==> src/rtl/ifu_pkg.sv <==
// Shared types and constants for the instruction fetch unit.
package ifu_pkg;

  localparam int unsigned INST_W = 32;
  localparam int unsigned ADDR_W = 32;

  // Presented on ir_data whenever the prefetch buffer is empty
  localparam logic [INST_W-1:0] NOP_INST = 32'h0;

  // One prefetch buffer slot: fetched word plus the byte address it came from
  typedef struct packed {
    logic [ADDR_W-1:0] pc;
    logic [INST_W-1:0] inst;
  } ifu_entry_t;

endpackage

==> src/rtl/ifu_fifo.sv <==
// Synchronous FIFO of ifu_entry_t with flush and occupancy count.
// Head is read combinationally; simultaneous push and pop allowed at any occupancy.
module ifu_fifo
  import ifu_pkg::*;
#(
  parameter int unsigned DEPTH = 4
) (
  input  logic                   clk,
  input  logic                   reset,
  input  logic                   push,
  input  ifu_entry_t             push_data,
  input  logic                   pop,
  input  logic                   flush,
  output ifu_entry_t             head,
  output logic                   empty,
  output logic [$clog2(DEPTH):0] count
);

  localparam int unsigned PTR_W = $clog2(DEPTH);
  localparam int unsigned CNT_W = PTR_W + 1;

  ifu_entry_t       mem_q [DEPTH];
  logic [PTR_W-1:0] wr_ptr_q, wr_ptr_d;
  logic [PTR_W-1:0] rd_ptr_q, rd_ptr_d;
  logic [CNT_W-1:0] count_q, count_d;
  logic             do_push, do_pop;

  assign empty   = (count_q == '0);
  assign count   = count_q;
  assign head    = mem_q[rd_ptr_q];
  assign do_pop  = pop && !empty;
  // A full FIFO can still accept a push when the head leaves in the same cycle
  assign do_push = push && ((count_q < CNT_W'(DEPTH)) || do_pop);

  // Pointer and occupancy next-state; flush wins over everything
  always_comb begin
    wr_ptr_d = wr_ptr_q;
    rd_ptr_d = rd_ptr_q;
    count_d  = count_q;
    if (flush) begin
      wr_ptr_d = '0;
      rd_ptr_d = '0;
      count_d  = '0;
    end else begin
      if (do_push) wr_ptr_d = wr_ptr_q + PTR_W'(1);
      if (do_pop)  rd_ptr_d = rd_ptr_q + PTR_W'(1);
      count_d = count_q + CNT_W'(do_push) - CNT_W'(do_pop);
    end
  end

  // Pointer and occupancy registers
  always_ff @(posedge clk or posedge reset) begin
    if (reset) begin
      wr_ptr_q <= '0;
      rd_ptr_q <= '0;
      count_q  <= '0;
    end else begin
      wr_ptr_q <= wr_ptr_d;
      rd_ptr_q <= rd_ptr_d;
      count_q  <= count_d;
    end
  end

  // Storage; contents are don't-care until written, so no reset
  always_ff @(posedge clk) begin
    if (do_push && !flush) mem_q[wr_ptr_q] <= push_data;
  end

endmodule

==> src/rtl/inst_fetch_unit.sv <==
// Instruction fetch stage: sequential word fetches over req/gnt + rvalid, a prefetch buffer
// of {pc, inst} entries towards decode, and branch redirects that flush the buffer and
// discard responses still in flight.
// Optional build macro IFU_PERF_CNT_EN adds perf_fetch_cnt / perf_flush_cnt outputs.
module inst_fetch_unit
  import ifu_pkg::*;
#(
  parameter int unsigned       DEPTH    = 4,
  parameter logic [ADDR_W-1:0] RESET_PC = 32'h0
) (
  input  logic              clk,
  input  logic              reset,
  output logic              imem_req,
  output logic [ADDR_W-1:0] imem_addr,
  input  logic              imem_gnt,
  input  logic              imem_rvalid,
  input  logic [INST_W-1:0] imem_rdata,
  input  logic              redirect_valid,
  input  logic [ADDR_W-1:0] redirect_pc,
  output logic              ir_valid,
  output logic [INST_W-1:0] ir_data,
  output logic [ADDR_W-1:0] ir_pc,
  input  logic              ir_ready
`ifdef IFU_PERF_CNT_EN
  ,
  output logic [31:0]       perf_fetch_cnt,
  output logic [31:0]       perf_flush_cnt
`endif
);

  localparam int unsigned PTR_W = $clog2(DEPTH);
  localparam int unsigned CNT_W = PTR_W + 1;

  logic [ADDR_W-1:0] fetch_pc_q, fetch_pc_d;
  logic [CNT_W-1:0]  outstanding_q, outstanding_d;
  logic [CNT_W-1:0]  discard_q, discard_d;
  logic              started_q;

  // In-flight PC queue: one entry per granted request not yet answered
  logic [ADDR_W-1:0] pcq_q [DEPTH];
  logic [PTR_W-1:0]  pcq_wr_q, pcq_wr_d;
  logic [PTR_W-1:0]  pcq_rd_q, pcq_rd_d;

  logic              grant, rvalid_ok;
  logic [CNT_W:0]    credit_sum;
  logic              fifo_push, fifo_pop, fifo_empty;
  logic [CNT_W-1:0]  fifo_count;
  ifu_entry_t        fifo_head, fifo_in;
  logic              unused_redirect_lsbs;

  assign unused_redirect_lsbs = ^redirect_pc[1:0];

  // Requests in flight plus buffered words may never exceed the buffer size, so every
  // response always has a slot. started_q holds req low until the first post-reset edge.
  assign credit_sum = (CNT_W + 1)'(outstanding_q) + (CNT_W + 1)'(fifo_count);
  assign imem_req   = started_q && !redirect_valid && (credit_sum < (CNT_W + 1)'(DEPTH));
  assign imem_addr  = fetch_pc_q;
  assign grant      = imem_req && imem_gnt;
  // A response with nothing outstanding is a protocol error and is ignored
  assign rvalid_ok  = imem_rvalid && (outstanding_q != '0);

  assign fifo_in   = '{pc: pcq_q[pcq_rd_q], inst: imem_rdata};
  assign fifo_push = rvalid_ok && (discard_q == '0) && !redirect_valid;
  assign fifo_pop  = ir_valid && ir_ready;

  assign ir_valid = !fifo_empty;
  assign ir_data  = fifo_empty ? NOP_INST : fifo_head.inst;
  assign ir_pc    = fifo_empty ? '0 : fifo_head.pc;

  // Fetch address, credit, discard and PC-queue next-state
  always_comb begin
    fetch_pc_d    = fetch_pc_q;
    discard_d     = discard_q;
    pcq_wr_d      = pcq_wr_q;
    pcq_rd_d      = pcq_rd_q;
    outstanding_d = outstanding_q + CNT_W'(grant) - CNT_W'(rvalid_ok);
    if (grant) begin
      fetch_pc_d = fetch_pc_q + 32'd4;
      pcq_wr_d   = pcq_wr_q + PTR_W'(1);
    end
    // Discarded responses belong to requests whose PCs left the queue at the flush
    if (rvalid_ok && (discard_q != '0)) begin
      discard_d = discard_q - CNT_W'(1);
    end else if (rvalid_ok) begin
      pcq_rd_d = pcq_rd_q + PTR_W'(1);
    end
    // imem_req is low here, so no grant can coincide with a redirect
    if (redirect_valid) begin
      fetch_pc_d = {redirect_pc[ADDR_W-1:2], 2'b00};
      discard_d  = outstanding_q - CNT_W'(rvalid_ok);
      pcq_wr_d   = '0;
      pcq_rd_d   = '0;
    end
  end

  // Control state registers
  always_ff @(posedge clk or posedge reset) begin
    if (reset) begin
      fetch_pc_q    <= RESET_PC;
      outstanding_q <= '0;
      discard_q     <= '0;
      pcq_wr_q      <= '0;
      pcq_rd_q      <= '0;
      started_q     <= 1'b0;
    end else begin
      fetch_pc_q    <= fetch_pc_d;
      outstanding_q <= outstanding_d;
      discard_q     <= discard_d;
      pcq_wr_q      <= pcq_wr_d;
      pcq_rd_q      <= pcq_rd_d;
      started_q     <= 1'b1;
    end
  end

  // PC queue storage, written with the address of each granted request
  always_ff @(posedge clk) begin
    if (grant) pcq_q[pcq_wr_q] <= fetch_pc_q;
  end

  ifu_fifo #(
    .DEPTH (DEPTH)
  ) u_prefetch (
    .clk       (clk),
    .reset     (reset),
    .push      (fifo_push),
    .push_data (fifo_in),
    .pop       (fifo_pop),
    .flush     (redirect_valid),
    .head      (fifo_head),
    .empty     (fifo_empty),
    .count     (fifo_count)
  );

`ifdef IFU_PERF_CNT_EN
  // Event counters: decode transfers and redirects, free-running and wrapping
  always_ff @(posedge clk or posedge reset) begin
    if (reset) begin
      perf_fetch_cnt <= '0;
      perf_flush_cnt <= '0;
    end else begin
      if (fifo_pop)       perf_fetch_cnt <= perf_fetch_cnt + 32'd1;
      if (redirect_valid) perf_flush_cnt <= perf_flush_cnt + 32'd1;
    end
  end
`else
  // Without the perf option transfers and redirects are not tallied.
`endif

  // Memory must not answer when nothing is outstanding
  rvalid_needs_outstanding: assert property (
    @(posedge clk) disable iff (reset) !(imem_rvalid && (outstanding_q == '0))
  );

endmodule

==> config.mk <==
export PLATFORM = sky130hd
export DESIGN_NAME = inst_fetch_unit
export DESIGN_NICKNAME = d
export VERILOG_FILES = /design/src/rtl/ifu_pkg.sv /design/src/rtl/ifu_fifo.sv /design/src/rtl/inst_fetch_unit.sv
export SDC_FILE = /design/constraint.sdc
export NUM_CORES = 1
export LEC_CHECK = 0
export ABC_CLOCK_PERIOD_IN_PS = 3500
export BUFFER_PORTS_ARGS = -buffer_cell sky130_fd_sc_hd__buf_4
export CAP_MARGIN = 25
export CORE_MARGIN = 3
export CORE_UTILIZATION = 52
export CTS_CLUSTER_DIAMETER = 80
export DETAILED_ROUTE_END_ITERATION = 12
export HOLD_SLACK_MARGIN = 0.05
export PLACE_DENSITY_LB_ADDON = 0.3
export SYNTH_ARGS = -nofsm -noshare
export SYNTH_HDL_FRONTEND = slang
export SYNTH_SLANG_ARGS = --single-unit
export TNS_END_PERCENT = 1
==> constraint.sdc <==
create_clock -name clk -period 3.5 [get_ports clk]
set_input_delay 0.525 -clock clk [delete_from_list [all_inputs] [get_ports clk]]
set_output_delay 0.525 -clock clk [all_outputs]
set_load 0.005 [all_outputs]
==> results of run 1 <==
timing repair:
action	in CTS	in global routing
hold buffers	1	0
hold endpoints to repair	16	0
resized for setup	0	0
Yosys cell counts, types with 8 or more instances:
master | instances | area share, %
nand2_1 | 38 | 0.85
mux4_2 | 92 | 12
and2_1 | 72 | 2.7
nor2_1 | 28 | 0.63
nor3_1 | 8 | 0.24
edfxtp_1 | 368 | 66
ha_1 | 19 | 1.4
o21ai_0 | 21 | 0.63
nand4_1 | 8 | 0.30
clkbuf_1 | 23 | 0.52
o211ai_1 | 9 | 0.40
nand3_1 | 21 | 0.63
a21oi_1 | 10 | 0.30
buf_2 | 14 | 0.42
dfrtp_1 | 48 | 7.2
inv_1 | 20 | 0.45
worst max-delay path, cell delays in order (launching register included):
cell,delay (ns)
dfrtp_4,0.77
buf_4,0.33
mux4_2,0.54
and2_1,0.17
buf_4,0.13
routing by layer:
layer  vias up  wire (um)  global-route usage [%]
met3        49       2170                    3.61
met4         0        632                    4.92
li1       3917          -                       -
met1      4495      14300                    28.2
met2       318      16600                    32.2
met5         -          0                       0
through the flow:
stage / util, % / hold WS, ns
5_1_grt: 63.6 / 0.172
2_1_floorplan: - / 0.510
6_report: 63.6 / 0.189
3_3_place_gp: 59.1 / 0.540
3_5_place_dp: 59.1 / 0.541
4_1_cts: 63.6 / 0.165
kinds of logic after synthesis:
logic type	count (synthesis)
adder cells (fa/ha/maj)	21
buffers and inverters	67
AO/OA/AOI/OAI	66
XOR/XNOR	11
AND/OR/NAND/NOR	208
other	2
multiplexers	97
flip-flops	416
state kept, by name (all words and copies together) (netlist names):
name and cells:
u_prefetch.count 3, pcq_q 120, pcq_wr_q 2, discard_q 3, pcq_rd_q 2, u_prefetch.mem_q 248
u_prefetch.wr_ptr_q 2, imem_addr 30, outstanding_q 3, u_prefetch.rd_ptr_q 2, started_q 1
placed cells by master (no fill, tap or decap), drive strengths merged, types with 22 or more instances in the layout:
| cell type | count |
|---|---|
| edfxtp | 368 |
| mux4 | 92 |
| nand2 | 38 |
| and2 | 72 |
| buf | 199 |
| nand3 | 23 |
| nor2 | 28 |
| clkbuf | 61 |
| inv | 22 |
| dfrtp | 48 |
power breakdown:
| group | internal (mW) | switching, mW | total [mW] |
|---|---|---|---|
| clock network | 2.71 | 1.77 | 4.48 |
| registers | 5.73 | 0.380 | 6.11 |
| logic | 1.63 | 1.28 | 2.91 |
| total | 10.1 | 3.43 | 13.5 |
worst max-delay path by stage:
stage                                    to  slack (ns)  cells after the start
finish                            ir_pc[13]        0.49                      4
global route                       ir_pc[9]        0.37                      4
CTS                               ir_pc[13]        0.43                      4
detailed placement  u_prefetch.mem_q[3][22]        0.71                      7
global placement    u_prefetch.mem_q[3][24]        0.73                      7
floorplan            u_prefetch.mem_q[0][0]        0.26                      5
area by class of cell:
| class | instances | area share, % |
|---|---|---|
| Sequential cell | 416 | 60.9 |
| Multi-Input combinational cell | 408 | 20.8 |
| Timing Repair Buffer | 200 | 8.41 |
| Clock buffer | 61 | 6.04 |
| Tap cell | 402 | 2.50 |
| Clock inverter | 17 | 0.939 |
| Inverter | 21 | 0.392 |
==> impl_summary.log, run 1 <==
INFO  metric status = finished clean
INFO  metric grt_max_degree = 64
INFO  metric synth_async_sr_flop_share = 11.5%
INFO  metric yosysWarningCount = 0
INFO  metric skew = about 0.025 ns
INFO  metric filler_cell_count = between 2000 and 2500
INFO  metric dr_total_vias = 8779
INFO  metric min_path_type = in2reg
INFO  metric worst_slew_margin_rel = 44.5%
INFO  metric die-area = roughly 34000 um2
INFO  metric worst_r2r_startpoint = outstanding_q[1]
INFO  metric mean_routed_wirelength_per_cell = 22.1 um
INFO  metric yosys.area_share.simple = 7.31%
INFO  metric startpoint_type = register
INFO  metric timing.final.setup_violations = 0
INFO  metric share_of_synthesized_area_occupied_by_flip_flops_and_latches = 73.3%
INFO  metric reg2reg_setup_slack = 0.86 ns
INFO  metric cts.clk_slew.worst_paths = 0.06 ns
INFO  metric final_ws_setup = 0.494 ns
INFO  metric reg2reg_to = u_prefetch.mem_q[3][0]
INFO  metric vdd.ir_drop.worst = 0.446 mV
INFO  metric detail_route.iter0.violations = 564
INFO  metric power = 13.5 mW
INFO  metric timing.hold.worst.start = imem_rdata[23]
INFO  metric area_growth = 20.4%
INFO  metric remaining_drc_errors = 0
INFO  metric die_y = 185 um
INFO  metric clock-sinks = 416
INFO  metric dp_slack = roughly 0.71 ns
INFO  metric cts.root.buffer_cell = clkbuf_16
INFO  metric finalSetupTns = 0 ns
INFO  metric synth.avg_cell_area = ~19 um2
INFO  metric worst-endpoint-required = 2.97 ns
INFO  metric ios = 168
INFO  metric insertion_delay_of_the_later_clocked_pin_in_the_worst_skew_pair = 0.53 ns
INFO  metric finalCritPeriodShare = 85.9%
INFO  metric grt_remaining_overflow = 0
INFO  metric drive_above_1_share = 33.3%
INFO  metric complex_gate_fraction_of_the_synthesized_area = about 2.7%
INFO  metric cts_inserted_buffers = 42
INFO  metric r2r_worst_path_depth = 6
INFO  metric synthDistinctLibCells = 53
INFO  metric min_cycle_time_layout = 3.01 ns
INFO  metric netlist_instances = 888
INFO  metric actual_slew_at_the_worst_max_slew_pin = 0.833 ns
INFO  metric power_density = 671 nW/um2
INFO  metric post_synth_fa_ha_maj_area_fraction = 1.66%
INFO  metric share_of_the_synthesized_netlist_area_taken_by_xor_and_xnor_gates = 0.576%
INFO  metric timing_max_transition_violations_final = 0
INFO  metric worst_case_hold_path_end_point = u_prefetch.mem_q[1][23]
INFO  metric timing.hold.worst_path_depth = 1
INFO  metric detail_route.wirelength = 33600 um
INFO  metric start_util = 52.8%
INFO  metric synth_area = around 17000 um2
INFO  metric placement_rows = 65
INFO  metric cts_htree_levels = 2
INFO  metric antennaDiodeCount = 0
INFO  metric final_cell_area = about 20000 um2
INFO  metric total_number_of_nets_in_the_final_design = 1180
INFO  metric place.detailed.instances = 1446
INFO  metric critPathCaptureType = output pin
INFO  metric fmax = 0.333 GHz
INFO  metric detail_route.first_pass.iterations = 5
INFO  metric dpl-instance-area = around 19000 um2
INFO  metric postCtsSetupBuffers = 0
INFO  metric synth_top_family_by_area = multiplexers
INFO  metric rd_place_congestion = 0.781
INFO  metric rsz0062_at_grt = no
INFO  metric antenna_violations_before_repair = 0
INFO  metric clock_path_buffers = 3
INFO  metric data_arrival_critical_path = 2.48 ns
INFO  metric finish.cell_count_without_fillers = 1525
INFO  metric final_hold_viol_count = 0
INFO  metric yosys_register_bits = 416
INFO  metric timing.critical_path.fanout_max = 20
INFO  metric cap_violations = 0
INFO  metric via_count_of_the_first_global_routing_pass = 8891
INFO  metric worst_setup_path_startpoint = u_prefetch.rd_ptr_q[0]
INFO  metric synth_mux_area_share = 12.7%
INFO  metric crit_type = reg2out
INFO  metric post_synth_edffs = 368
INFO  metric ys_dominant_reg_cell = edfxtp_1
INFO  metric port_buffers = roughly 160
INFO  metric register_area = 12300 um2
INFO  metric hpwlAfterDp = 21300 um
INFO  metric cts_tree = yes
INFO  metric die_width = 185 um
INFO  metric grtUsageTotal = between 10% and 20%
INFO  metric core_area = 31600 um2
INFO  metric grt_pass1_wl = 51700 um
INFO  metric post_drt_via_cell_ratio = 5.76
INFO  metric area_of_the_multi_input_gates = 4190 um2
INFO  metric postRouteAntennaNets = 0
INFO  metric power.leakage = 7.01 nW
Note: power is estimated with default switching activity, not from simulation.
==> run 2: changes to the inputs <==
- REMOVE_ABC_BUFFERS: default -> 1
==> run 2 against run 1 <==
  * Clock-buffer cell count decreased by 4
  * Register-to-register slack worse by 0.13 ns
  * Total power decreased by 1.8%
  * Critical path type unchanged
  * Cell area shrank 1.4%
  * Worst hold slack about the same
  * Flip-flop and latch count stayed put
  * Combinational power about the same
  * First-iteration DRC count is 20% higher
  * Via count decreased by 2.0%
  * Clock power decreased by 4%
  * Die area stayed put
  * Fmax down 1.3%
==> impl_summary.log, run 2 (synthesis results as in run 1) <==
INFO  metric mean_routed_wirelength_per_cell = 22.2 um (+0.54%)
INFO  metric final_ws_setup = 0.454 ns (-0.0393 ns)
INFO  metric data_arrival_critical_path = 2.52 ns (+0.04 ns)
INFO  metric cap_violations = 0 (unchanged)
INFO  metric highest_cell_delay_on_the_worst_timing_path = 0.72 ns (-0.05 ns)
INFO  metric critPathCaptureType = output pin
INFO  metric crit_type = reg2out
INFO  metric start_util = 52.8% (unchanged)
INFO  metric status = finished clean
INFO  metric cts.clk_slew.worst_paths = 0.06 ns (about the same)
INFO  metric placement_rows = 65 (unchanged)
INFO  metric timing.critical_path.fanout_max = 35 (+75%)
INFO  metric clock_path_buffers = 3 (unchanged)
INFO  metric finalCritPeriodShare = 87.0% (+1.1 points)
INFO  metric actual_slew_at_the_worst_max_slew_pin = 0.890 ns (+0.0572 ns)
INFO  metric die_width = 185 um (unchanged)
INFO  metric startpoint_type = register
INFO  metric via_count_of_the_first_global_routing_pass = 8929 (+0.43%)
INFO  metric reg2reg_setup_slack = 0.73 ns (-0.13 ns)
INFO  metric post_cts_hold_buffers = 0 (-1)
INFO  metric worst_slew_margin_rel = 40.7% (-3.8 points)
INFO  metric min_cycle_time_layout = 3.05 ns (+0.0393 ns)
INFO  metric detail_route.wirelength = 33400 um (-0.65%)
INFO  metric largest_register_ffs = 248 (unchanged)
INFO  metric layout_common_cells = edfxtp_1 (368), buf_4 (176), mux4_2 (92)
INFO  metric postRouteAntennaNets = 0 (unchanged)
INFO  metric cts_htree_levels = 2 (unchanged)
INFO  metric detail_route.first_pass.iterations = 4 (-1)
INFO  metric grt_max_degree = 64 (unchanged)
INFO  metric hpwlAfterDp = 20300 um (-4.5%)
INFO  metric port_buffers = 161 (unchanged)
INFO  metric total_number_of_nets_in_the_final_design = 1165 (-1.3%)
INFO  metric die-area = 34300 um2 (unchanged)
INFO  metric vdd.ir_drop.worst = 0.521 mV (+17%)
INFO  metric antenna_violations_before_repair = 0 (unchanged)
INFO  metric insertion_delay_of_the_later_clocked_pin_in_the_worst_skew_pair = 0.54 ns (about the same)
INFO  metric dpl-instance-area = 18500 um2 (-1.0%)
INFO  metric detail_route.iter0.violations = 679 (+20%)
INFO  metric post_drt_via_cell_ratio = 5.71 (-0.86%)
INFO  metric die_y = 185 um (unchanged)
INFO  metric clock-sinks = 416 (unchanged)
INFO  metric cp_top_family = flip-flops
INFO  metric antennaDiodeCount = 0 (unchanged)
INFO  metric postCtsResizedCells = 0 (unchanged)
INFO  metric dr_total_vias = 8601 (-2.0%)
INFO  metric ios = 168 (unchanged)
INFO  metric core_area = 31600 um2 (unchanged)
INFO  metric grt_remaining_overflow = 0 (unchanged)
INFO  metric power_density = 668 nW/um2 (-0.44%)
INFO  metric postCtsSetupBuffers = 0 (unchanged)
INFO  metric grtUsageTotal = 19.8% (+0.084 points)
INFO  metric mostFrequentLayoutCell = edfxtp_1
INFO  metric dp_slack = 0.626 ns (-0.0872 ns)
INFO  metric worstPathCellList = buf_12 > mux4_2 > and2_1 > buf_4
INFO  metric final_cell_area = 19900 um2 (-1.4%)
INFO  metric cts_tree = yes
INFO  metric final_hold_viol_count = 0 (unchanged)
INFO  metric power = 13.3 mW (-1.8%)
INFO  metric skew = 0.0133 ns (-0.0121 ns)
INFO  metric worst-endpoint-required = 2.97 ns (about the same)
INFO  metric remaining_drc_errors = 0 (unchanged)
INFO  metric power.leakage = 6.88 nW (-1.9%)
INFO  metric rd_place_congestion = 0.782 (about the same)
INFO  metric worstPathBufferInverterCount = 2 (unchanged)
INFO  metric drive_above_1_share = 32.1% (-1.2 points)
INFO  metric finalSetupTns = 0 ns (unchanged)
INFO  metric timing.final.setup_violations = 0 (unchanged)
INFO  metric max_flop_register = u_prefetch.mem_q
INFO  metric timing_max_transition_violations_final = 0 (unchanged)
INFO  metric worst_path_max_delay_cell = dfrtp_4
INFO  metric area_growth = 18.8%
INFO  metric post-route-util = 62.7% (-0.87 points)
INFO  metric cts.root.buffer_cell = clkbuf_16
INFO  metric fmax = 0.328 GHz (-1.3%)
INFO  metric cts_inserted_buffers = 43 (+2.4%)
INFO  metric min_path_type = in2reg
INFO  metric rsz0062_at_grt = no
INFO  metric grt_pass1_wl = 51600 um (-0.20%)
[run 2: final cells by class]
| type | instances | area [um2] |
|---|---|---|
| timing repair buffer | 184 | 1480 |
| clock buffer | 57 | 1160 |
| tap | 402 | 503 |
| sequential | 416 | 12300 |
| fill | 2222 | 11800 |
| multi-input combinational | 408 | 4190 |
| clock inverter | 19 | 176 |
| inverter | 21 | 78.8 |
[run 2: layer usage]
metal / share of wire (%) / vias up / wire, um / global-route usage (%)
li1: - / 3888 / - / -
met1: 42 / 4373 / 13900 / 28.0
met2: 49 / 302 / 16500 / 32.3
met3: 7.5 / 38 / 2500 / 4.24
met4: 1.7 / 0 / 566 / 4.53
met5: 0 / - / 0 / 0
[run 2: path summary, 6_finish.rpt]
kind                                        start                to  cells past startpoint
setup / recovery           u_prefetch.rd_ptr_q[0]         ir_pc[23]                      4
hold / removal                     redirect_pc[4]      imem_addr[4]                      3
setup reg to reg                 outstanding_q[2]  outstanding_q[2]                     11
hold reg to reg                      discard_q[2]      discard_q[2]                      2
max in group asynchronous                   reset     imem_addr[23]                      3
min in group asynchronous                   reset     imem_addr[26]                      2
[run 2: worst min-delay path, delay by kind of cell]
family | cells | cell delay [ns]
and+or+nand+nor | 1 | 0.05
AOI/OAI and AO/OA | 1 | 0.04
buffers and inverters | 1 | 0.08
[run 2: per-stage QoR]
| step | hold WS (ns) | instances |
|---|---|---|
| detailed placement | 0.553 | 1431 |
| global route | 0.171 | 1507 |
| global placement | 0.541 | 1431 |
| finish | 0.189 | 1507 |
| CTS | 0.178 | 1507 |
| floorplan | 0.510 | 845 |
[run 2: power breakdown]
group | internal [mW] | leakage (nW) | switching [mW] | total [mW]
clock network | 2.55 | 0.647 | 1.75 | 4.29
registers | 5.73 | 3.91 | 0.359 | 6.09
logic | 1.61 | 2.33 | 1.27 | 2.88
total | 9.89 | 6.88 | 3.37 | 13.3
==> run 3: changes to the inputs <==
- ABC_CLOCK_PERIOD_IN_PS: 3500 -> 2490
- SYNTH_HIERARCHICAL: default -> 1
- clock period: 3.5 -> 2.49 ns (I/O delays scaled with it)
==> run 3 against run 2 <==
  * Combinational power decreased by 49%
  * Area after synthesis increased by 1.4%
  * Sequential power increased by 35%
  * Via count increased by 4.9%
  * Largest power group unchanged
  * Register-to-register slack got worse by 0.68 ns
  * Routed wire length increased by 2.4%
  * Worst setup slack got worse by 0.44 ns
  * Highest routed layer unchanged
  * Clock-buffer cell count decreased by 6
  * Cell area increased by 6.4%
  * Critical path type unchanged
  * Core utilization increased by 3.7 points
==> impl_summary.log, run 3 <==
INFO  metric post_synth_edffs = 376 (+2.2%)
INFO  metric post_drt_via_cell_ratio = 5.50 (-3.6%)
INFO  metric drive_above_1_share = 34.2% (+2.1 points)
INFO  metric area_growth = 24.7%
INFO  metric yosys.area.top_type = edfxtp_1
INFO  metric grt_util_met1 = 27.6% (-0.43 points)
INFO  metric grt_max_degree = 61 (-4.7%)
INFO  metric power_density = 728 nW/um2 (+9.0%)
INFO  metric grt_remaining_overflow = 0 (unchanged)
INFO  metric timing.critical_path.fanout_max = 14 (-60%)
INFO  metric reg2reg_setup_slack = 0.05 ns (-0.68 ns)
INFO  metric antennaDiodeCount = 0 (unchanged)
INFO  metric crit_type = reg2out
INFO  metric timing.final.setup_violations = 0 (unchanged)
INFO  metric max_flop_register = u_prefetch/mem_q
INFO  metric cts_inserted_buffers = 43 (unchanged)
INFO  metric detail_route.iter0.violations = 596 (-12%)
INFO  metric port_buffers = 163 (+1.2%)
INFO  metric clock-sinks = 424 (+1.9%)
INFO  metric rd_place_congestion = 0.794 (+1.6%)
INFO  metric largest_register_ffs = 256 (+3.2%)
INFO  metric critPathCaptureType = output pin
INFO  metric min_path_type = in2reg
INFO  metric hold_ws = 0.0686 ns (-0.120 ns)
INFO  metric yosys_register_bits = 424 (+1.9%)
INFO  metric layout_common_cells = edfxtp_1 (376), buf_4 (209), mux4_2 (94)
INFO  metric hpwlAfterDp = 22100 um (+8.7%)
INFO  metric grt_pass1_wl = 54200 um (+5.0%)
INFO  metric synth.avg_cell_area = 19.0 um2 (+1.0%)
INFO  metric global_route.peak_usage_layer = met2
INFO  metric startpoint_type = register
INFO  metric power = 15.4 mW (+16%)
INFO  metric skew = 0.0228 ns (+0.00949 ns)
INFO  metric grtUsageTotal = 19.9% (+0.074 points)
INFO  metric worst-endpoint-required = 2.12 ns (-0.85 ns)
INFO  metric clock_path_buffers = 3 (unchanged)
INFO  metric netlist_instances = 891 (+0.34%)
INFO  metric die-area = 34800 um2 (+1.3%)
INFO  metric start_util = 53.3% (+0.46 points)
INFO  metric critical_path_destination = ir_data[16]
INFO  metric rsz0062_at_grt = yes
INFO  metric remaining_drc_errors = 0 (unchanged)
INFO  metric ys_dominant_reg_cell = edfxtp_1
INFO  metric placement_rows = 65 (unchanged)
INFO  metric ios = 168 (unchanged)
INFO  metric die_width = 187 um (+0.67%)
INFO  metric antenna_violations_before_repair = 0 (unchanged)
INFO  metric status = finished clean
INFO  metric cts_htree_levels = 2 (unchanged)
INFO  metric cap_violations = 0 (unchanged)
INFO  metric fmax = 0.404 GHz
INFO  metric worst_setup_path_startpoint = u_prefetch/rd_ptr_q[0]
INFO  metric finalCritPeriodShare = slightly below 100%
INFO  metric final_cell_area = 21100 um2 (+6.4%)
INFO  metric timing_max_transition_violations_final = 0 (unchanged)
INFO  metric insertion_delay_of_the_later_clocked_pin_in_the_worst_skew_pair = 0.53 ns (about the same)
INFO  metric r2r_worst_path_depth = 8 (-3)
INFO  metric actual_slew_at_the_worst_max_slew_pin = 0.547 ns (-0.344 ns)
INFO  metric core_area = 31800 um2 (+0.51%)
INFO  metric mostFrequentLayoutCell = edfxtp_1
INFO  metric top_cells_by_instance_count_after_synthesis = edfxtp_1 (376), mux4_2 (94), nor2b_1 (76)
INFO  metric yosys.cell_count.top_type = edfxtp_1
INFO  metric synthDistinctLibCells = 49 (-7.5%)
INFO  metric min_cycle_time_layout = 2.48 ns
INFO  metric groute.layer.met3.usage = 3.63% (-0.62 points)
INFO  metric postRouteAntennaNets = 0 (unchanged)
INFO  metric power.leakage = 7.33 nW (+6.5%)
INFO  metric vdd.ir_drop.worst = 0.586 mV (+13%)
INFO  metric cts.root.buffer_cell = clkbuf_16
INFO  metric total_number_of_nets_in_the_final_design = 1270 (+9.0%)
INFO  metric final_hold_viol_count = 0 (unchanged)
INFO  metric via_count_of_the_first_global_routing_pass = 9479 (+6.2%)
INFO  metric worst_slew_margin_rel = 63.6% (+23 points)
INFO  metric detail_route.first_pass.iterations = 5 (+1)
INFO  metric synth_top_cells_by_area = edfxtp_1 (67%), mux4_2 (12%), dfrtp_1 (7.1%)
INFO  metric cts_tree = yes
INFO  metric mean_routed_wirelength_per_cell = 20.9 um (-5.9%)
INFO  metric die_y = 187 um (+0.67%)
INFO  metric grt_use_met2 = 33.7% (+1.4 points)
INFO  metric detail_route.wirelength = 34200 um (+2.4%)
INFO  metric yosysWarningCount = 6 (+6)
INFO  metric dpl-instance-area = 19400 um2 (+4.6%)
INFO  metric cts.clk_slew.worst_paths = 0.06 ns (about the same)
INFO  metric synth_top_area_share = 66.6% (+0.51 points)
INFO  metric synth_async_sr_flop_share = 11.3% (-0.22 points)
INFO  metric reg2reg_to = imem_addr[24]
INFO  metric dr_total_vias = 9025 (+4.9%)
INFO  metric synth_area = 16900 um2 (+1.4%)
INFO  metric share_of_synthesized_area_occupied_by_flip_flops_and_latches = 73.7% (+0.42 points)
INFO  metric worst_r2r_startpoint = outstanding_q[2]
INFO  metric data_arrival_critical_path = 2.10 ns (-0.42 ns)
## run 3: cell types whose count changed in the layout (fill, tap and decap cells not counted), moves of 15 or more
cell and change:
buf_12 +15, nor2_1 -15, dlygate4sd3_1 +40, and2_1 -68, nor2b_1 +71, buf_4 +33
## run 3: report_power, final
part	switching, mW	internal [mW]
sequential	0.172	8.03
clock	2.47	3.25
combinational	0.724	0.743
## run 3: logic make-up (layout without fill, tap and decap cells)
| logic type | count (synthesis) | count (layout) | synth area share [%] |
|---|---|---|---|
| DFF | 424 | 424 | 73.7 |
| and+or+nand+nor | 202 | 202 | 6.85 |
| muxes | 99 | 99 | 12.8 |
| buffers and inverters | 67 | 373 | 1.77 |
| AOI/OAI and AO/OA | 49 | 49 | 1.76 |
| xor gates and xnor gates | 27 | 27 | 1.40 |
| adders and majority gates | 21 | 21 | 1.64 |
| other | 2 | 11 | 0.0443 |
## run 3: worst max-delay path: stages, from the launching register on
cell     delay [ns]
dfrtp_4        0.41
buf_12         0.16
buf_12         0.18
mux4_2         0.52
nor2b_1        0.15
buf_4          0.14
## run 3: what timing repair did
| action | CTS | global route |
|---|---|---|
| endpoints found under the hold margin | 178 | 2 |
| resized for setup | 6 | 8 |
| gates cloned | 2 | 0 |
| pin swaps | 1 | 0 |
| hold buffers | 39 | 1 |
| setup endpoints to repair | 65 | 76 |
| buffers inserted | 4 | 0 |
## run 3: cell type report
cell class	count	area, um2
Clock buffer	51	1110
Clock inverter	21	123
Fill cell	2112	10700
Inverter	24	90.1
Multi-Input combinational cell	409	4240
Sequential cell	424	12500
Tap cell	435	544
Timing Repair Buffer	277	2520
## run 3: metrics by stage
stage	util [%]	setup TNS, ns	cells	setup slack (ns)
3_3_place_gp	60.9	0	1523	0.00908
3_5_place_dp	60.9	-0.00216	1523	-0.00216
2_1_floorplan	-	-1294.85	857	-4.51
5_1_grt	66.4	-1.18	1641	-0.0598
6_report	66.4	0	1641	0.0144
4_1_cts	66.3	-0.119	1640	-0.0188
## run 3: worst min-delay path by stage
stage | slack, ns | cells past startpoint | endpoint | start
6_report | 0.07 | 3 | imem_addr[11] | redirect_pc[11]
5_1_grt | 0.06 | 3 | imem_addr[25] | redirect_pc[25]
4_1_cts | 0.05 | 3 | imem_addr[5] | redirect_pc[5]
3_5_place_dp | 0.36 | 2 | u_prefetch/count[2] | reset
3_3_place_gp | 0.35 | 2 | u_prefetch/count[0] | reset
2_1_floorplan | 0.18 | 1 | u_prefetch/count[0] | reset
## run 3: metal layers
layer  part of all wire, %  vias to the layer above
li1                      -                     4073
met1                    43                     4614
met2                    50                      292
met3                   5.6                       46
met4                   1.7                        0
met5                     0                        -
